--- src/rtl/riscv_mem_pkg.sv ---
// Shared memory-side types for the core's data path: word geometry and the
// store-buffer entry layout.
package riscv_mem_pkg;

  localparam int XLEN     = 32;
  localparam int WORD_LSB = 2;

  typedef struct packed {
    logic            valid;
    logic [XLEN-1:0] addr;
    logic [XLEN-1:0] data;
  } sb_entry_t;

  // Word address of a byte address; sub-word bits never take part in matching.
  function automatic logic [XLEN-1:WORD_LSB] word_of(input logic [XLEN-1:0] byte_addr);
    return byte_addr[XLEN-1:WORD_LSB];
  endfunction

endpackage

--- src/rtl/sb_fwd_match.sv ---
// Load-to-store forwarding match: finds the youngest valid buffered store whose
// word address equals the load's word address.
module sb_fwd_match
  import riscv_mem_pkg::*;
#(
  parameter int DEPTH = 4
) (
  input  sb_entry_t                  entries [DEPTH],
  input  logic [DEPTH-1:0]           valid,
  input  logic [$clog2(DEPTH)-1:0]   wr_ptr,
  input  logic [XLEN-1:WORD_LSB]     word_addr,
  output logic                       hit,
  output logic [XLEN-1:0]            data
);

  localparam int PW = $clog2(DEPTH);

  logic [PW-1:0] idx;

  // Walk from the most recent slot (wr_ptr-1) back to the oldest; the first
  // match found is the youngest store to that word.
  // NOTE: every output of a combinational block gets a default before any
  // conditional assignment, so no path leaves it unassigned (no latch).
  always_comb begin
    hit  = 1'b0;
    data = '0;
    idx  = '0;
    for (int k = 1; k <= DEPTH; k++) begin
      idx = wr_ptr - PW'(k);
      if (!hit && valid[idx] && (word_of(entries[idx].addr) == word_addr)) begin
        hit  = 1'b1;
        data = entries[idx].data;
      end
    end
  end

endmodule

--- src/rtl/store_buffer.sv ---
// Posted-write buffer between the core data port and a handshaked data memory:
// stores retire into a FIFO, drain oldest-first, and loads forward from it.
module store_buffer
  import riscv_mem_pkg::*;
#(
  parameter int DEPTH = 4,
  parameter int AW    = XLEN,
  parameter int DW    = XLEN
) (
  input  logic                     clk,
  input  logic                     reset,
  input  logic                     cpu_we,
  input  logic [AW-1:0]            cpu_addr,
  input  logic [DW-1:0]            cpu_wdata,
  output logic [DW-1:0]            cpu_rdata,
  output logic                     stall,
  output logic [AW-1:0]            mem_raddr,
  input  logic [DW-1:0]            mem_rdata,
  output logic                     mem_wvalid,
  input  logic                     mem_wready,
  output logic [AW-1:0]            mem_waddr,
  output logic [DW-1:0]            mem_wdata,
  output logic                     empty,
  output logic [$clog2(DEPTH):0]   count
);

  localparam int PW = $clog2(DEPTH);
  localparam int CW = PW + 1;

  sb_entry_t        entries [DEPTH];
  logic [PW-1:0]    wr_ptr;
  logic [PW-1:0]    rd_ptr;
  logic [DEPTH-1:0] valid;
  logic             full;
  logic             push;
  logic             pop;
  logic             hit;
  logic [XLEN-1:0]  fwd_data;

  assign full  = (count == CW'(DEPTH));
  assign empty = (count == '0);

  // A slot freed by this cycle's drain is not reusable until the next edge,
  // so stall depends on full alone.
  assign stall = cpu_we & full;
  assign push  = cpu_we & ~full;
  assign pop   = ~empty & mem_wready;

  assign mem_wvalid = ~empty;
  assign mem_waddr  = AW'(entries[rd_ptr].addr);
  assign mem_wdata  = DW'(entries[rd_ptr].data);
  assign mem_raddr  = cpu_addr;

  always_comb begin
    for (int i = 0; i < DEPTH; i++) valid[i] = entries[i].valid;
  end

  // NOTE: state registers use non-blocking assignments so every flop samples
  // pre-edge values regardless of statement order.
  // NOTE: the entry array is reset in full; valid must clear on reset, and
  // clearing addr/data as well keeps mem_waddr/mem_wdata defined from reset.
  always_ff @(posedge clk or negedge reset) begin
    if (!reset) begin
      wr_ptr <= '0;
      rd_ptr <= '0;
      count  <= '0;
      for (int i = 0; i < DEPTH; i++) entries[i] <= '0;
    end else begin
      if (push) begin
        entries[wr_ptr] <= '{valid: 1'b1, addr: XLEN'(cpu_addr), data: XLEN'(cpu_wdata)};
        wr_ptr          <= wr_ptr + PW'(1);
      end
      // push and pop never address the same slot: a pop needs a non-empty
      // FIFO, and a push into rd_ptr would need it full.
      if (pop) begin
        entries[rd_ptr].valid <= 1'b0;
        rd_ptr                <= rd_ptr + PW'(1);
      end
      case ({push, pop})
        2'b10:   count <= count + CW'(1);
        2'b01:   count <= count - CW'(1);
        default: count <= count;
      endcase
    end
  end

  sb_fwd_match #(.DEPTH(DEPTH)) u_fwd_match (
    .entries   (entries),
    .valid     (valid),
    .wr_ptr    (wr_ptr),
    .word_addr (word_of(XLEN'(cpu_addr))),
    .hit       (hit),
    .data      (fwd_data)
  );

  // The head being drained this cycle still forwards: memory only takes the
  // new value at the same edge that retires the entry.
  assign cpu_rdata = hit ? DW'(fwd_data) : mem_rdata;

endmodule

--- config.mk ---
export PLATFORM = sky130hd
export DESIGN_NAME = store_buffer
export DESIGN_NICKNAME = d
export VERILOG_FILES = /design/src/rtl/riscv_mem_pkg.sv /design/src/rtl/sb_fwd_match.sv /design/src/rtl/store_buffer.sv
export SDC_FILE = /design/constraint.sdc
export NUM_CORES = 1
export LEC_CHECK = 0
export BUFFER_PORTS_ARGS = -buffer_cell sky130_fd_sc_hd__buf_2
export CORE_UTILIZATION = 61
export CTS_BUF_LIST = sky130_fd_sc_hd__clkbuf_4 sky130_fd_sc_hd__clkbuf_8
export DETAILED_ROUTE_END_ITERATION = 6
export PLACE_DENSITY_LB_ADDON = 0.15
export SLEW_MARGIN = 30
export SYNTH_ARGS = -nofsm -noshare
export SYNTH_HDL_FRONTEND = slang
export SYNTH_SLANG_ARGS = --single-unit
--- constraint.sdc ---
create_clock -name clk -period 6.1 [get_ports clk]
set_input_delay 0.915 -clock clk [delete_from_list [all_inputs] [get_ports clk]]
set_output_delay 0.915 -clock clk [all_outputs]
set_load 0.01 [all_outputs]
==> run summary, run 1 <==
Mapped Area: 21,180 um^2
Cell with the most instances after synthesis: dfrtp_1
Initial antenna violation count: 2
Tot Pwr: 0.01543 W
Max-cap viol count: 0
Yosys warning total: 0
Worst slew pin tran: 1.009 ns
Fin crit period: 5.945 ns
Comb power frac: 61.8%
Synth-to-Final Area Change: 10.53%
Complex-gate fraction of the synthesized area: 7.722%
Worst Path Arrival: 5.03 ns
FP Rows: 67
Synthesized instance count: 1,656
GRT Total Usage: 35.14%
Routed Wire Length: 60,880 um
Clock root cell: clkbuf_8
Syn nets: 1,766
Clk slew on worst S/H paths: 0.06 ns
Residual DRC: 0
Setup CP Type: flip-flop to primary output
Dominant synthesized flop cell: dfrtp_1
RSZ-0062 raised after global routing: false
I/O Pins: 234
H-tree levels: 2
Fill cell count: 2,451
Cell family with most CP delay: compound AO/OA/AOI/OAI gates
Clock power frac: 11.7%
Vias/cell: 7.226
Die ar.: 35,460 um^2
Largest net degree at the start of global routing: 159
Startpoint Class: flip-flop
Pins Over Slew Limit: 0
Layout cell share with drive strength beyond 1: 47.60%
Synth cell count leaders: dfrtp_1, mux4_2, mux2_2, mux2i_1, clkbuf_1
Vias: 16.32k
DR pass1 iterations: 5
Reg-to-reg startpoint: wr_ptr[0]$_DFFE_PN0P_
Port Buffers: 233
Switching power: 0.006544 W
Crit. End Element: primary output
Setup Total Neg Slack: 0 ns
Total gr overflow: 0
Post-Synth XOR/XNOR Area: 4.177%
Setup Skew: 0.02482 ns
Drt initial violations: 1,497
Worst reg2reg path depth: 5
Critical Path RT: 5.18 ns
Number of synthesized flops with an enable pin: 0
Die width: 188.3 um
Distinct cells, synth: 69
Gpl congestion: 0.9970
Power density cells: 659.1 nW/um^2
Int Pwr: 0.008882 W
Register share of total power: 26.5%
WL/cell: 26.95 um
WP buf/inv: 3
Final ANT Viol Nets: 0
Outcome: finished, final reports clean
Combinational family with the most area after synthesis: multiplexers
Area of the multi-input gates: 13,450 um^2
DP Wirelength: 39,500 um
Sequential area share after synthesis: 31.55%
Die Y-Extent: 188.3 um
Mapped Avg Cell Area: 12.79 um^2
CTS buffer count: 48
FMAX: 168.2 MHz
CTS Buffer Depth: 3
Crit-path slowest cell: or3_1
Net switching fraction of the power: 42.42%
First-pass GRT wire length: 95,930 um
Crit-path max cell delay: 0.63 ns
Post-synthesis register bit count: 267
Hold Vio Cnt, Final: 0
Crit-path max FO: 24
IR drop worst, VDD: 0.5145 mV
CP cell instances: inv_2 -> ha_4 -> mux2i_1 -> o32ai_1 -> a2111oi_0 -> o2111ai_1 -> or3_1 -> buf_4 -> a2111oi_0 -> o31ai_1 -> a21boi_1 -> buf_2
Hold WC Path Type: input pin to async pin
Asr flop ratio synth: 100.0%
Fin crit share: 97.46%
Starting Density: 62.53%
Clock sinks: 267
Post-synthesis mux area share: 45.61%
CTS tree: done
Flop2flop setup slack: 3.28 ns
Vias in the first global route: 16.21k
Later-pin clock latency in the skew report: 0.63 ns
Storage cell area: 6696 um^2
Final setup fails: 0
Slew headroom: 32.70%
Area contributors post-synth: dfrtp_1, mux4_2, mux2_2
Post-Synth Adder-Cell Area: 0.6263%
Synth top area share: 31.55%
Post-synth top area cell: dfrtp_1
Pleak: 9.554 nW
Nets: 1,883
Most used cell, CP: a2111oi_0
Post-Synth Simple-Gate Area: 4.993%
Core Region: 33,870 um^2
## worst register-to-register path, stage by stage, from the launching register on
cell     delay, ns
dfrtp_4       0.51
buf_16        0.28
ha_1          0.35
nand2_4       0.38
buf_4         0.72
mux2_2        0.46
## through the flow
| step | util (%) | hold WS, ns | cells | instance area, um^2 | setup slack, ns |
|---|---|---|---|---|---|
| after floorplan | - | 0.4739 | 1656 | 21180 | 0.8677 |
| after global placement | 65.75 | 0.4830 | 2168 | 22270 | 0.9425 |
| after detailed placement | 65.83 | 0.4892 | 2169 | 22300 | 0.8684 |
| after CTS | 68.85 | 0.3800 | 2255 | 23320 | 0.1586 |
| after global routing | 69.10 | 0.1276 | 2258 | 23400 | 0.002989 |
| final | 69.11 | 0.1309 | 2259 | 23410 | 0.1547 |
## routing by layer
| metal | up-vias | global-route usage, % | share of wire (%) |
|---|---|---|---|
| met5 | - | 0 | 0.021 |
| met4 | 2 | 13.00 | 3.4 |
| met3 | 151 | 7.692 | 10 |
| met2 | 971 | 52.28 | 46 |
| met1 | 8427 | 51.06 | 41 |
| li1 | 6773 | - | - |
## final cells by class
cell class / count / share of cell area, %
flip-flops and latches: 267 / 28.61
repair buffers: 270 / 6.778
diodes: 2 / 0.02138
inverters: 22 / 0.3528
clock buffers: 69 / 3.683
well taps: 448 / 2.395
multi-input cells: 1164 / 57.48
clock inverters: 17 / 0.6789
## worst max path at each step
stage,start,end,cells after the start
after floorplan,wr_ptr[1]$_DFFE_PN0P_,cpu_rdata[10],20
after global placement,wr_ptr[0]$_DFFE_PN0P_,cpu_rdata[2],13
after detailed placement,wr_ptr[0]$_DFFE_PN0P_,cpu_rdata[20],12
after CTS,wr_ptr[0]$_DFFE_PN0P_,cpu_rdata[20],12
after global routing,wr_ptr[0]$_DFFE_PN0P_,cpu_rdata[1],11
final,wr_ptr[0]$_DFFE_PN0P_,cpu_rdata[1],12
## power by group through the flow
| stage | Sequential [W] | Clock (W) | Combinational [W] |
|---|---|---|---|
| floorplan | 0.00347 | 0 | 0.00752 |
| global placement | 0.00400 | 0 | 0.00917 |
| detailed placement | 0.00407 | 0 | 0.00937 |
| CTS | 0.00404 | 0.00183 | 0.00944 |
| global route | 0.00425 | 0.00190 | 0.0101 |
| finish | 0.00409 | 0.00180 | 0.00953 |
## cells by family after synthesis
logic type | after synthesis
buf+inv | 225
mux | 610
compound gates | 228
flops | 267
fa+ha+maj | 10
simple gates | 215
xor+xnor | 101
## what timing repair did
item                                    in CTS  in global routing
buffers inserted                             0                  0
hold buffers                                 0                  0
resized for setup                            0                  6
hold endpoints to repair                     0                  0
endpoints found under the setup margin       0                 26
## cell usage in the layout, fill, tap and decap left out, types with 16 or more instances in the layout
cell type / instances
dfrtp_1: 263
mux2_2: 223
nor3_1: 33
nand3_1: 33
buf_4: 26
mux4_2: 261
buf_2: 232
nand2_1: 60
clkbuf_8: 55
a21oi_1: 16
a2111oi_0: 34
mux2i_1: 120
xor2_1: 16
nor2_1: 35
o21ai_0: 49
inv_1: 19
o31ai_1: 33
xnor2_1: 85
a21boi_1: 31
Note: power is estimated with default switching activity, not from simulation.
==> inputs of run 2 (changes only) <==
BUFFER_PORTS_ARGS = default   (was -buffer_cell sky130_fd_sc_hd__buf_2)
CORE_ASPECT_RATIO = 0.5   (was default)
DONT_BUFFER_PORTS = 1   (was default)
==> run 2 against run 1 <==
Net effect: global-route usage decreased by 1.0 points; die area increased by 0.13%; routed wire length decreased by 2.0%; critical endpoint is now cpu_rdata[21]; largest cell class unchanged.
==> run summary, run 2 (synthesized netlist as in run 1, its figures left out) <==
Vias in the first global route: 15.59k
Fill cell count: 2,430
Pre-CTS worst setup slack: 1.040 ns
Commonest non-fill, non-tap cell in the layout: dfrtp_1
Crit. End Element: primary output
Crit-path slowest cell: ha_4
Die Y-Extent: 133.8 um
Worst slew pin tran: 0.9871 ns
Worst setup margin: 0.3186 ns
Crit-path max FO: 33
Initial antenna violation count: 0
Synth-to-Final Area Change: 5.087%
Residual DRC: 0
Largest net degree at the start of global routing: 209
Vias/cell: 7.561
Setup Skew: 0.02431 ns
CTS Buffer Depth: 3
Gpl congestion: 0.9530
H-tree levels: 2
Area of the multi-input gates: 13,450 um^2
First-pass GRT wire length: 92,810 um
Critical Path RT: 5.18 ns
Vias: 15.51k
Pleak: 8.659 nW
Slew headroom: 34.19%
Routed Wire Length: 59,630 um
Worst reg2reg path depth: 5
CTS tree: done
Clock sinks: 267
RSZ-0062 raised after global routing: false
Later-pin clock latency in the skew report: 0.61 ns
I/O Pins: 234
Crit-path max cell delay: 0.53 ns
IR drop worst, VDD: 0.4030 mV
Max-cap viol count: 0
Reg-to-reg startpoint: wr_ptr[1]$_DFFE_PN0P_
Total gr overflow: 0
Clock root cell: clkbuf_8
Cell family with most CP delay: buffers and inverters
Clk slew on worst S/H paths: 0.07 ns
Layout cell share with drive strength beyond 1: 40.10%
Utilization after layout: 66.16%
Die width: 265.5 um
Nets: 1,669
Hold WC Path Type: input pin to async pin
Tot Pwr: 0.01472 W
Post-CTS Setup Inserts: 0
GRT Total Usage: 34.14%
FMAX: 173.0 MHz
DP Wirelength: 37,890 um
Most frequent cells in the layout: dfrtp_1, mux4_2, mux2_2
CP cell instances: inv_2 -> ha_4 -> buf_4 -> mux2i_1 -> o22ai_1 -> a2111oi_0 -> o2111ai_1 -> or3_1 -> buf_4 -> nor2_1 -> nor3_2 -> buf_4 -> a21boi_1 -> buf_4
Outcome: finished, final reports clean
Worst Path Arrival: 4.87 ns
WL/cell: 29.08 um
Startpoint Class: flip-flop
Storage cell area: 6696 um^2
Die ar.: 35,510 um^2
Final setup fails: 0
FP Rows: 47
Setup CP Type: flip-flop to primary output
CTS buffer count: 42
Pins Over Slew Limit: 0
Final ANT Viol Nets: 0
Flop2flop setup slack: 3.28 ns
Power density cells: 661.3 nW/um^2
ANT cells: 0
Setup Total Neg Slack: 0 ns
DR pass1 iterations: 7
Drt initial violations: 1,675
Fin crit share: 94.78%
PostCTS Resize Cnt: 0
Port Buffers: 0
Starting Density: 62.96%
Hold Vio Cnt, Final: 0
Fin crit period: 5.781 ns
Core Region: 33,640 um^2
Most used cell, CP: buf_4
WP buf/inv: 5
-- run 2: per-layer routing --
metal	global-route usage (%)	up-vias	wire length, um
met4	13.42	0	2253
met1	45.24	8053	22570
met3	8.780	168	5978
met5	0	-	0
met2	54.46	956	28830
li1	-	6331	-
-- run 2: where the power goes --
| part | internal [W] | switching [W] | total [W] |
|---|---|---|---|
| registers | 0.00268 | 0.00143 | 0.00411 |
| clock network | 0.000908 | 0.000764 | 0.00167 |
| logic | 0.00490 | 0.00404 | 0.00894 |
| total | 0.00849 | 0.00623 | 0.0147 |
-- run 2: per-stage QoR --
stage / instance area (um^2) / std cells / hold WS [ns]
after floorplan: 21180 / 1656 / 0.4739
after global placement: 21290 / 1977 / 0.4813
after detailed placement: 21290 / 1977 / 0.4987
after CTS: 22230 / 2050 / 0.003346
after global routing: 22250 / 2051 / 0.007195
final: 22250 / 2051 / 0.02604
-- run 2: cell type report --
class	count	share of cell area [%]
Timing Repair Buffer	62	2.468
Clock inverter	6	0.2867
Tap cell	465	2.614
Multi-Input combinational cell	1164	60.43
Clock buffer	65	3.739
Sequential cell	267	30.09
Inverter	22	0.3711
-- run 2: worst max path at each step --
stage,slack [ns],endpoint,cells past startpoint,from
after floorplan,0.87,cpu_rdata[10],20,wr_ptr[1]$_DFFE_PN0P_
after global placement,1.07,cpu_rdata[10],11,wr_ptr[0]$_DFFE_PN0P_
after detailed placement,1.04,cpu_rdata[17],13,wr_ptr[0]$_DFFE_PN0P_
after CTS,0.37,cpu_rdata[30],10,wr_ptr[0]$_DFFE_PN0P_
after global routing,0.03,cpu_rdata[18],11,wr_ptr[0]$_DFFE_PN0P_
final,0.32,cpu_rdata[21],14,wr_ptr[0]$_DFFE_PN0P_
-- run 2: repair_timing --
action	CTS	global route
setup endpoints to repair	0	0
hold buffers	2	0
hold endpoints to repair	60	0
==> inputs of run 3 (changes only) <==
CORE_UTILIZATION = 67   (was 61)
==> run 3 against run 2 <==
Net effect: total power rose by 1.1%; final area barely moved; core utilization rose by 6.3 points; clock power rose by 6%; routed wire length rose by 2.2%; non-clock buffer count fell by 3; via count rose by 0.60%; flip-flop and latch count did not move; sequential power barely moved.
==> run summary, run 3 (synthesized netlist as in run 1, its figures left out) <==
First-pass GRT wire length: 94,040 um
Vias in the first global route: 15.43k
Design Area, Final: 22,240 um^2
Final setup fails: 0
Total gr overflow: 0
Setup crit start: wr_ptr[1]$_DFFE_PN0P_
Post-DP Area: 21,200 um^2
ANT cells: 0
CTS tree: done
Pleak: 8.681 nW
Residual DRC: 0
WL/cell: 30.31 um
Later-pin clock latency in the skew report: 0.61 ns
FP Rows: 45
Critical Path RT: 5.18 ns
Post-CTS Setup Inserts: 0
Worst setup margin: 0.2036 ns
Gpl congestion: 0.9840
Setup CP Type: flip-flop to primary output
Worst reg2reg path depth: 6
Core Region: 30,690 um^2
Die width: 253.4 um
Pre-CTS worst setup slack: 0.9611 ns
DP Wirelength: 38,280 um
Layout cell share with drive strength beyond 1: 40.05%
RSZ-0062 raised after global routing: false
Port Buffers: 0
Setup Total Neg Slack: 0 ns
Slew headroom: 34.95%
I/O Pins: 234
CTS buffer count: 41
Clock sinks: 267
Max-cap viol count: 0
Clock root cell: clkbuf_8
Largest net degree at the start of global routing: 248
GRT Total Usage: 38.55%
Initial antenna violation count: 0
Dpl cells: 1,929
Outcome: finished, final reports clean
Most frequent cells in the layout: dfrtp_1, mux4_2, mux2_2
Flop2flop setup slack: 2.60 ns
Cts hold-fix bufs: 2
Crit. End Element: primary output
Starting Density: 69.01%
PostCTS Resize Cnt: 0
Non-Filler Instances: 2,011
Hold Vio Cnt, Final: 0
DR pass1 iterations: 5
Vias/cell: 7.758
Pins Over Slew Limit: 0
Die ar.: 32,360 um^2
Nets: 1,665
Setup Skew: 0.05927 ns
Synth-to-Final Area Change: 5.016%
Fin crit period: 5.896 ns
Fin crit share: 96.66%
Commonest non-fill, non-tap cell in the layout: dfrtp_1
Worst Path Arrival: 4.98 ns
FMAX: 169.6 MHz
Startpoint Class: flip-flop
Final ANT Viol Nets: 0
Power density cells: 668.9 nW/um^2
Drt initial violations: 1,703
Crit-path max FO: 32
H-tree levels: 2
CTS Buffer Depth: 3
Hold WC Path Type: input pin to async pin
Routed Wire Length: 60,950 um
Vias: 15.60k
Critical Path Sink: cpu_rdata[16]
Die Y-Extent: 127.7 um
Reg-to-reg startpoint: wr_ptr[1]$_DFFE_PN0P_
Worst slew pin tran: 0.9757 ns
IR drop worst, VDD: 0.3680 mV
Clk slew on worst S/H paths: 0.07 ns
## run 3: cell types whose count changed in the layout (fill, tap and decap cells not counted), moves of 2 or more
| cell | previous run | this run |
|---|---|---|
| buf_4 | 55 | 49 |
| buf_12 | 3 | 5 |
| buf_16 | 2 | 0 |
| dlygate4sd3_1 | 1 | 3 |
## run 3: layer usage
layer	GRT usage, %	vias to the layer above	routed length (um)
li1	-	6331	-
met1	52.19	8130	23100
met2	60.82	968	29460
met3	10.34	172	6494
met4	13.58	0	1900
met5	0	-	0
## run 3: final cells by class
class / count / area [um^2]
Tap cell: 423 / 529.3
Clock inverter: 9 / 108.9
Multi-Input combinational cell: 1164 / 13450
Sequential cell: 267 / 6696
Fill cell: 2052 / 8447
Timing Repair Buffer: 59 / 514.2
Clock buffer: 67 / 853.3
Inverter: 22 / 82.58
## run 3: how the worst min path moves through the flow
stage	to	from	slack [ns]	cells past startpoint
2_1_floorplan	flip-flop	flip-flop	0.47	1
5_1_grt	async pin	reset	0.04	0
3_5_place_dp	flip-flop	flip-flop	0.49	1
6_report	async pin	reset	0.08	0
4_1_cts	async pin	reset	0.001	0
3_3_place_gp	flip-flop	flip-flop	0.48	1
## run 3: per-stage QoR
step / total power (W) / hold WS, ns / util (%)
final: 0.01487 / 0.07863 / 72.47
after global routing: 0.01561 / 0.04093 / 72.47
after CTS: 0.01475 / 0.001253 / 72.28
after detailed placement: 0.01294 / 0.4945 / 69.08
after global placement: 0.01259 / 0.4817 / 69.06
after floorplan: 0.01099 / 0.4739 / -
## run 3: critical path: stages (launching register included)
cell,delay (ns)
dfrtp_4,0.59
inv_2,0.09
ha_4,0.44
buf_4,0.32
mux2_1,0.32
o32ai_1,0.11
a2111oi_0,0.43
o2111ai_1,0.22
or3_1,0.52
buf_4,0.32
a2111oi_0,0.50
o31ai_1,0.12
a21boi_1,0.16
buf_4,0.19
## run 3: power breakdown
part	leakage [nW]	switching, W	internal [W]
clock	0.512	0.000788	0.000978
combinational	4.98	0.00411	0.00491
sequential	3.19	0.00141	0.00268
total	8.68	0.00631	0.00857
